--- src/rtl/stream_route_arbiter_if.sv ---
// stream_route_arbiter_if: requester streams, granted output stream and status of the route arbiter
interface stream_route_arbiter_if #(
    parameter int NPORTS = 3,
    parameter int CNT_W = 16
);
    logic [36*NPORTS-1:0]    data_i;
    logic [NPORTS-1:0]       src_rdy_i;
    logic [NPORTS-1:0]       dst_rdy_o;
    logic [NPORTS-1:0]       port_en_i;
    logic [35:0]             data_o;
    logic                    src_rdy_o;
    logic                    dst_rdy_i;
    logic [1:0]              grant_o;
    logic                    busy_o;
    logic [CNT_W*NPORTS-1:0] pkt_cnt_o;
    modport slave (
        input  data_i, src_rdy_i, port_en_i, dst_rdy_i,
        output dst_rdy_o, data_o, src_rdy_o, grant_o, busy_o, pkt_cnt_o
    );
    modport master (
        output data_i, src_rdy_i, port_en_i, dst_rdy_i,
        input  dst_rdy_o, data_o, src_rdy_o, grant_o, busy_o, pkt_cnt_o
    );
endinterface

--- src/rtl/stream_route_arbiter.sv ---
// stream_route_arbiter: packet-granular N:1 stream arbiter; ROUTE_ARB_STRICT_PRIO_EN selects fixed priority over round robin
module stream_route_arbiter #(
    parameter int NPORTS = 3,
    parameter int CNT_W = 16
) (
    input logic clk,
    input logic reset,
    input logic clear,
    stream_route_arbiter_if.slave bus
);
    typedef enum logic {IDLE, PKT} state_t;
    state_t state, state_n;
    logic [1:0] grant, grant_n, ptr, ptr_n, win;
    logic [NPORTS-1:0] req;
    logic [CNT_W-1:0] cnt [NPORTS];
    logic in_pkt, done;

    assign req = bus.src_rdy_i & bus.port_en_i;
    assign in_pkt = state == PKT;
    assign bus.data_o = in_pkt ? bus.data_i[36*int'(grant) +: 36] : '0;
    assign bus.src_rdy_o = in_pkt & bus.src_rdy_i[grant];
    assign bus.dst_rdy_o = in_pkt ? NPORTS'(bus.dst_rdy_i) << grant : '0;
    assign done = bus.src_rdy_o & bus.dst_rdy_i & bus.data_o[33];
    assign bus.busy_o = in_pkt;
    assign bus.grant_o = grant;

    for (genvar g = 0; g < NPORTS; g++) begin : g_cnt
        assign bus.pkt_cnt_o[CNT_W*g +: CNT_W] = cnt[g];
    end

`ifdef ROUTE_ARB_STRICT_PRIO_EN
    // Fixed priority: the lowest-index requester wins, scanning down so it is written last
    always_comb begin
        win = '0;
        for (int i = NPORTS - 1; i >= 0; i--)
            if (req[i]) win = 2'(i);
    end
`else
    logic [1:0] cand;
    // Round robin: scan offsets from ptr downward so the nearest requester above ptr is written last
    always_comb begin
        win = '0;
        cand = '0;
        for (int i = NPORTS - 1; i >= 0; i--) begin
            cand = 2'((int'(ptr) + i) % NPORTS);
            if (req[cand]) win = cand;
        end
    end
`endif

    // Next state: grant on any request in IDLE (bubble cycle), release on an EOF transfer
    always_comb begin
        state_n = state;
        grant_n = grant;
        ptr_n = ptr;
        if (!in_pkt && |req) begin
            state_n = PKT;
            grant_n = win;
        end
        if (done) begin
            state_n = IDLE;
            ptr_n = (int'(grant) == NPORTS - 1) ? 2'd0 : grant + 2'd1;
        end
    end

    // State, grant and round-robin pointer registers; clear behaves exactly like reset
    always_ff @(posedge clk) begin
        if (reset || clear) begin
            state <= IDLE;
            grant <= '0;
            ptr <= '0;
        end else begin
            state <= state_n;
            grant <= grant_n;
            ptr <= ptr_n;
        end
    end

    // Completed-packet counters, wrapping naturally at 2^CNT_W
    always_ff @(posedge clk) begin
        for (int k = 0; k < NPORTS; k++)
            if (reset || clear) cnt[k] <= '0;
            else if (done && int'(grant) == k) cnt[k] <= cnt[k] + 1'b1;
    end
endmodule

--- src/flat_wrapper.sv ---
// flat-port wrapper written by rule: the top's interface ports become plain ports
module stream_route_arbiter_flat 
#(
    parameter int NPORTS = 3,
    parameter int CNT_W = 16
)
  (clk, reset, clear, bus_data_i, bus_src_rdy_i, bus_port_en_i, bus_dst_rdy_i, bus_dst_rdy_o, bus_data_o, bus_src_rdy_o, bus_grant_o, bus_busy_o, bus_pkt_cnt_o);
  stream_route_arbiter_if #(.NPORTS(NPORTS), .CNT_W(CNT_W)) bus_i ();
  input logic clk;
  input logic reset;
  input logic clear;
  input wire logic [$bits(bus_i.data_i)-1:0] bus_data_i;
  input wire logic [$bits(bus_i.src_rdy_i)-1:0] bus_src_rdy_i;
  input wire logic [$bits(bus_i.port_en_i)-1:0] bus_port_en_i;
  input wire logic [$bits(bus_i.dst_rdy_i)-1:0] bus_dst_rdy_i;
  output wire logic [$bits(bus_i.dst_rdy_o)-1:0] bus_dst_rdy_o;
  output wire logic [$bits(bus_i.data_o)-1:0] bus_data_o;
  output wire logic [$bits(bus_i.src_rdy_o)-1:0] bus_src_rdy_o;
  output wire logic [$bits(bus_i.grant_o)-1:0] bus_grant_o;
  output wire logic [$bits(bus_i.busy_o)-1:0] bus_busy_o;
  output wire logic [$bits(bus_i.pkt_cnt_o)-1:0] bus_pkt_cnt_o;
  assign bus_i.data_i = bus_data_i;
  assign bus_i.src_rdy_i = bus_src_rdy_i;
  assign bus_i.port_en_i = bus_port_en_i;
  assign bus_i.dst_rdy_i = bus_dst_rdy_i;
  assign bus_dst_rdy_o = bus_i.dst_rdy_o;
  assign bus_data_o = bus_i.data_o;
  assign bus_src_rdy_o = bus_i.src_rdy_o;
  assign bus_grant_o = bus_i.grant_o;
  assign bus_busy_o = bus_i.busy_o;
  assign bus_pkt_cnt_o = bus_i.pkt_cnt_o;
  stream_route_arbiter #(.NPORTS(NPORTS), .CNT_W(CNT_W)) u_core (.clk(clk), .reset(reset), .clear(clear), .bus(bus_i));
endmodule
--- config.mk ---
export PLATFORM = sky130hd
export DESIGN_NAME = stream_route_arbiter_flat
export DESIGN_NICKNAME = d
export VERILOG_FILES = /design/src/rtl/stream_route_arbiter_if.sv /design/src/rtl/stream_route_arbiter.sv /design/src/flat_wrapper.sv
export SDC_FILE = /design/constraint.sdc
export NUM_CORES = 1
export LEC_CHECK = 0
export CORE_AREA = 2 2 116 90
export DETAILED_ROUTE_END_ITERATION = 7
export DIE_AREA = 0 0 118 92
export PLACE_DENSITY = 0.88
export SLEW_MARGIN = 25
export SYNTH_ARGS = -nofsm -noshare
export SYNTH_HDL_FRONTEND = slang
export SYNTH_SLANG_ARGS = --single-unit
--- constraint.sdc ---
create_clock -name clk -period 3.2 [get_ports clk]
set_clock_uncertainty 0.05 [all_clocks]
set_input_delay 0.32 -clock clk [delete_from_list [all_inputs] [get_ports clk]]
set_output_delay 0.32 -clock clk [all_outputs]
set_load 0.01 [all_outputs]
==> results of run 1 <==
[kinds of logic (layout without fill, tap and decap cells)]
family	Yosys count	count (layout)	synth area share
adders and majority gates	6	6	0.02024
and+or+nand+nor	209	209	0.2453
DFF	53	53	0.4157
buffers and inverters	29	232	0.03441
xor gates and xnor gates	42	42	0.09919
muxes	37	37	0.09987
AOI/OAI and AO/OA	55	55	0.08536
[how the worst max path moves through the flow]
stage	to	cells past startpoint
floorplan	u_core.cnt[0][0]	7
global placement	u_core.cnt[1][9]	7
detailed placement	u_core.cnt[1][9]	7
CTS	bus_data_o[27]	6
global route	bus_data_o[30]	6
finish	bus_data_o[27]	6
[layout make-up]
class | instances | area [µm²]
fill | 838 | 3814
timing repair buffer | 217 | 2150
multi-input combinational | 349 | 2044
sequential | 53 | 1543
tap | 136 | 170.2
clock buffer | 6 | 128.9
inverter | 7 | 26.28
clock inverter | 2 | 13.76
[registers in the layout, indices dropped and copies added, names as in the netlist]
| register | flops |
|---|---|
| u_core.bus.grant_o | 2 |
| u_core.cnt | 48 |
| u_core.ptr | 2 |
| u_core.bus.busy_o | 1 |
[per-stage QoR]
step                      instances  hold slack [ns]    util
after global placement          762           0.4460  0.5999
after CTS                       770           0.4726  0.6144
final                           770           0.4667  0.6144
after detailed placement        762           0.4651  0.5999
after floorplan                 431           0.4111       -
after global routing            770           0.5005  0.6144
[tightest hold or removal path, cell delays in order, from the launching register on]
cell and delay [ns]:
dfxtp_1 0.33, nand3_1 0.07, o41ai_1 0.06
[where the power goes]
group / switching, mW / internal [mW]
registers: 0.0375 / 0.781
logic: 0.172 / 0.274
clock network: 0.234 / 0.292
total: 0.444 / 1.35
[cell usage in the layout (no fill, tap or decap), drive strengths merged, types with 8 or more instances in the layout]
cell and instances:
a21oi 40, and3 13, buf 9, clkdlybuf4s50 208, edfxtp 48, inv 8, mux2i 37, nand2 24
nand3 20, nor2 131, xnor2 17, xor2 25
[metal layers]
metal | wire (µm) | vias up | track usage
li1 | - | 1894 | -
met1 | 4773 | 1856 | 0.2550
met2 | 6210 | 164 | 0.3934
met4 | 459 | 0 | 0.09639
met5 | 0 | - | 0
met3 | 666 | 30 | 0.03918
==> impl_metrics.yaml, run 1 <==
yosys:
  avgSynthCellArea_um2: 8.605
  ys_async_sr_fraction: 0
  syn_nets: 555
  synth.most_common_cell: "nor2_1"
  synthTopCellsByArea: "edfxtp_1 39%, nor2_1 13%, mux2i_1 10%"
  ys.warnings.count: 0
  synthTopCellsByCount: "131 x nor2_1, 48 x edfxtp_1, 39 x a21oi_1"
  ys_seq_elements: 53
  yosys.cell_types.count: 39
  synth_cells: 431
  yosys.area.top_type: "edfxtp_1"
  ys.flop_type: "edfxtp_1"
  synth.top_cell.area_share: 0.3887
  syn_area_mm2: 0.003709
  ys_seq_area_frac: 0.4157
  synth_edf_count: 48
routing:
  viasPerCell: 5.122
  drtIter0Drc: 257
  ant_nets: 0
  drc_errors: 0
  vias: 3944
  post_drt_wl_per_cell_um: 15.73
  first_pass_iters: 5
  routed_wl_um: 12110
grt:
  overflow: 0
  grt.total_usage: 0.2184
  grt_max_degree: 39
  grt_pass1_wl_um: 19240
  grt_pass1_vias: 3896
  antenna_found_initial: 0
worst_setup_path:
  startpoint_type: "register"
  crit-reg2reg-launch: "u_core.bus.grant_o[0]"
  worstPathArrival_ns: 2.26
  cp_cell_sequence: "buf_4, mux2i_1, nor2_1, a21oi_1, nor2_1, clkdlybuf4s50_1"
  critPathSlowestCell: "clkdlybuf4s50_1"
  crit_start: "u_core.bus.grant_o[0]"
  cpMostUsedCell: "nor2_1"
  path_max_fanout: 23
  crit_buf_inv: 2
  critical_path_class: "reg2out"
  crit_family: "buffers and inverters"
  crit_path_end_kind: "output pin"
  r2r_cells: 6
  r2r_slack_ns: 0.74
  reg2reg_to: "u_core.cnt[1][15]"
  crit_required_ns: 2.83
  critPathMaxStageDelay_ns: 0.55
sta:
  finalSetupTns_ns: 0
  setup_viol: 0
  hold_viol_final: 0
  rsz0062_at_grt: "false"
  fin_ws_ns: 0.5705
  finalCritPeriodShare: 0.8217
  drv_slew: 0
  max_slew_margin: 0.5906
  finalCriticalPeriod_ns: 2.630
  fmax_mhz: 380.3
  tightest_slew_ns: 0.6094
place:
  port_buffers: 208
  hpwl_um: 9728
  place_worst_setup_slack_ns: 0.4808
  gp_congestion: 0.8757
  placed_area_mm2: 0.005933
power:
  worst_ir_drop_vdd_mv: 0.1923
  powerDensity_mw_per_mm2: 294.9
  totalPowerFinal_mw: 1.792
  total_leakage_power_nw: 2.119
floorplanning:
  num_rows: 32
  initial_utilization: 0.3750
  ios: 209
  core_region_area_mm2: 0.009889
  die_y_um: 92
  die_x_um: 118
  die_area_mm2: 0.01086
finish:
  final_nets: 757
  diodes: 0
  drive_above_1_share: 0.03628
  area_growth_pct: 63.83
  fin_area_mm2: 0.006076
cts:
  cts-buffers-inserted: 5
  clockBufferDepth: 2
  cts_setup_buffers: 0
  hold_buffers: 0
  cts_tree: "built"
  worstSkewPairLatency_ns: 0.28
  cts_sinks: 53
  cts_resized: 0
  clk_pin_slew_ns: 0.06
  ctsHtreeMaxLevel: 2
  cts-root-buf: "clkbuf_16"
run:
  cap_violations: 0
worst_hold_path:
  hold_path_depth: 2
  holdPathEnd: "u_core.ptr[0]"
  hold_class: "reg2reg"
  min_from: "u_core.ptr[0]"
run_status:
  status: "completed"
Note: power is estimated with default switching activity, not from simulation.
==> inputs of run 2 (changes only) <==
--- a/config.mk
+++ b/config.mk
@@ -5,10 +5,10 @@
 export SDC_FILE = /design/constraint.sdc
 export NUM_CORES = 1
 export LEC_CHECK = 0
-export CORE_AREA = 2 2 116 90
+export CORE_AREA = 2 2 122 95
 export DETAILED_ROUTE_END_ITERATION = 7
-export DIE_AREA = 0 0 118 92
-export PLACE_DENSITY = 0.88
+export DIE_AREA = 0 0 124 97
+export PLACE_DENSITY = 0.84
 export SLEW_MARGIN = 25
 export SYNTH_ARGS = -nofsm -noshare
 export SYNTH_HDL_FRONTEND = slang
==> constraint.sdc (replaced) <==
create_clock -name clk -period 2.1 [get_ports clk]
set_clock_uncertainty 0.05 [all_clocks]
set_input_delay 0.21 -clock clk [delete_from_list [all_inputs] [get_ports clk]]
set_output_delay 0.21 -clock clk [all_outputs]
set_load 0.01 [all_outputs]
==> run 2 against run 1 <==
The run now ends with negative setup slack left. Wire length increased by 4.2%. Worst setup slack got worse by 0.62 ns. Power increased by 58%. Die area increased by 11%. Non-clock buffer count increased by 31. Clock power increased by 61%. Final cell count increased by 4.7%. Final area increased by 8.4%. Sequential cell count unchanged. Register-to-register slack got worse by 0.79 ns. Critical path depth unchanged. Via count increased by 2.6%. Largest cell class unchanged. Highest routed layer unchanged.
==> impl_metrics.yaml, run 2 (synthesis results as in run 1) <==
place:
  gp_congestion: 0.8275
  place_worst_setup_slack_ns: -0.2200
  port_buffers: 208
  placed_area_mm2: 0.006186
  hpwl_um: 9716
sta:
  finalCritPeriodShare: 1.025
  fin_hold_ws_ns: 0.4629
  setup_viol: 32
  rsz0062_at_grt: "true"
  fin_ws_ns: -0.05286
  drv_slew: 0
  hold_viol_final: 0
  max_slew_margin: 0.6106
  finalCriticalPeriod_ns: 2.153
  finalSetupTns_ns: -1.233
  fmax_mhz: 464.5
  tightest_slew_ns: 0.5840
cts:
  clockBufferDepth: 2
  hold_buffers: 0
  cts-root-buf: "clkbuf_16"
  worstSkewPairLatency_ns: 0.29
  clk_pin_slew_ns: 0.07
  cts_sinks: 53
  cts-buffers-inserted: 5
  cts_tree: "built"
  ctsHtreeMaxLevel: 2
grt:
  grt_max_degree: 36
  grt_pass1_vias: 4167
  overflow: 0
  grt_pass1_wl_um: 19510
  grt.total_usage: 0.2014
  antenna_found_initial: 0
power:
  worst_ir_drop_vdd_mv: 0.3294
  powerDensity_mw_per_mm2: 430.6
  total_leakage_power_nw: 2.644
worst_setup_path:
  crit_required_ns: 2.06
  worstPathArrival_ns: 2.11
  r2r_slack_ns: -0.05
  critical_path_class: "reg2reg"
  critPathMaxStageDelay_ns: 0.49
  path_max_fanout: 8
  critPathSlowestCell: "or3b_4"
  crit_path_end_kind: "register"
  startpoint_type: "register"
  cp_cell_sequence: "buf_6, mux2i_2, a2bb2oi_2, or3_4, or3b_4, nand2_8"
floorplanning:
  die_y_um: 97
  die_area_mm2: 0.01203
  num_rows: 33
  ios: 209
  die_x_um: 124
  core_region_area_mm2: 0.01074
  initial_utilization: 0.3455
finish:
  layout_common_cells: "171 x clkdlybuf4s50_1, 130 x nor2_1, 48 x edfxtp_1"
  area_growth_pct: 77.53
  diodes: 0
  drive_above_1_share: 0.1036
  layout_commonest_cell: "clkdlybuf4s50_1"
  final_nets: 789
  fin_area_mm2: 0.006584
  largest_reg_flops: 48
  regMostFlops: "u_core.cnt"
  fillers: 895
routing:
  post_drt_wl_per_cell_um: 15.66
  viasPerCell: 5.021
  drc_errors: 0
  drtIter0Drc: 214
  routed_wl_um: 12620
  ant_nets: 0
  first_pass_iters: 5
  vias: 4047
run_status:
  status: "finished, violations left"
  violations: "negative setup slack"
worst_hold_path:
  hold_class: "reg2reg"
run:
  cap_violations: 0
-- run 2: critical path: cells and delay by family (launching register included) --
kind,cells,cell delay (ns)
flops,1,0.41
simple gates,3,0.97
mux,1,0.16
compound gates,1,0.15
buf+inv,1,0.13
-- run 2: layout make-up --
| class | instances | area, µm² | share of cell area |
|---|---|---|---|
| Timing Repair Buffer | 248 | 2551 | 0.3875 |
| Clock inverter | 3 | 26.28 | 0.003991 |
| Inverter | 7 | 26.28 | 0.003991 |
| Multi-Input combinational cell | 350 | 2131 | 0.3236 |
| Clock buffer | 5 | 125.1 | 0.01900 |
| Sequential cell | 53 | 1549 | 0.2353 |
| Tap cell | 140 | 175.2 | 0.02661 |
-- run 2: through the flow --
step                  util  instances  power [mW]
finish              0.6133        806       2.835
global placement    0.5762        785       1.957
floorplan                -        431       1.515
global route        0.6133        806       2.940
CTS                 0.6014        798       2.818
detailed placement  0.5762        785       1.975
-- run 2: what timing repair did --
item                                    CTS  global route
pin swaps                                 2             1
endpoints found under the setup margin   96            75
buffers inserted                          2             8
gates cloned                              3             0
endpoints found under the hold margin     0             0
resized for setup                        45            23
-- run 2: report_power, final --
part	internal, mW	leakage [nW]	switching, mW
Clock	0.451	0.0680	0.397
Sequential	1.19	0.577	0.0580
Combinational	0.460	2.00	0.281
-- run 2: worst paths after layout --
| check | depth (start not counted) | to | start |
|---|---|---|---|
| min | 2 | u_core.ptr[0] | u_core.ptr[0] |
| min reg2reg | 2 | u_core.ptr[0] | u_core.ptr[0] |
| max reg2reg | 6 | u_core.cnt[1][3] | u_core.bus.grant_o[0] |
| max | 6 | u_core.cnt[1][3] | u_core.bus.grant_o[0] |
-- run 2: layer usage --
layer	wire (µm)	global-route usage
met5	0	0
met4	230	0.06223
met2	6451	0.3555
met3	885	0.03420
met1	5054	0.2478
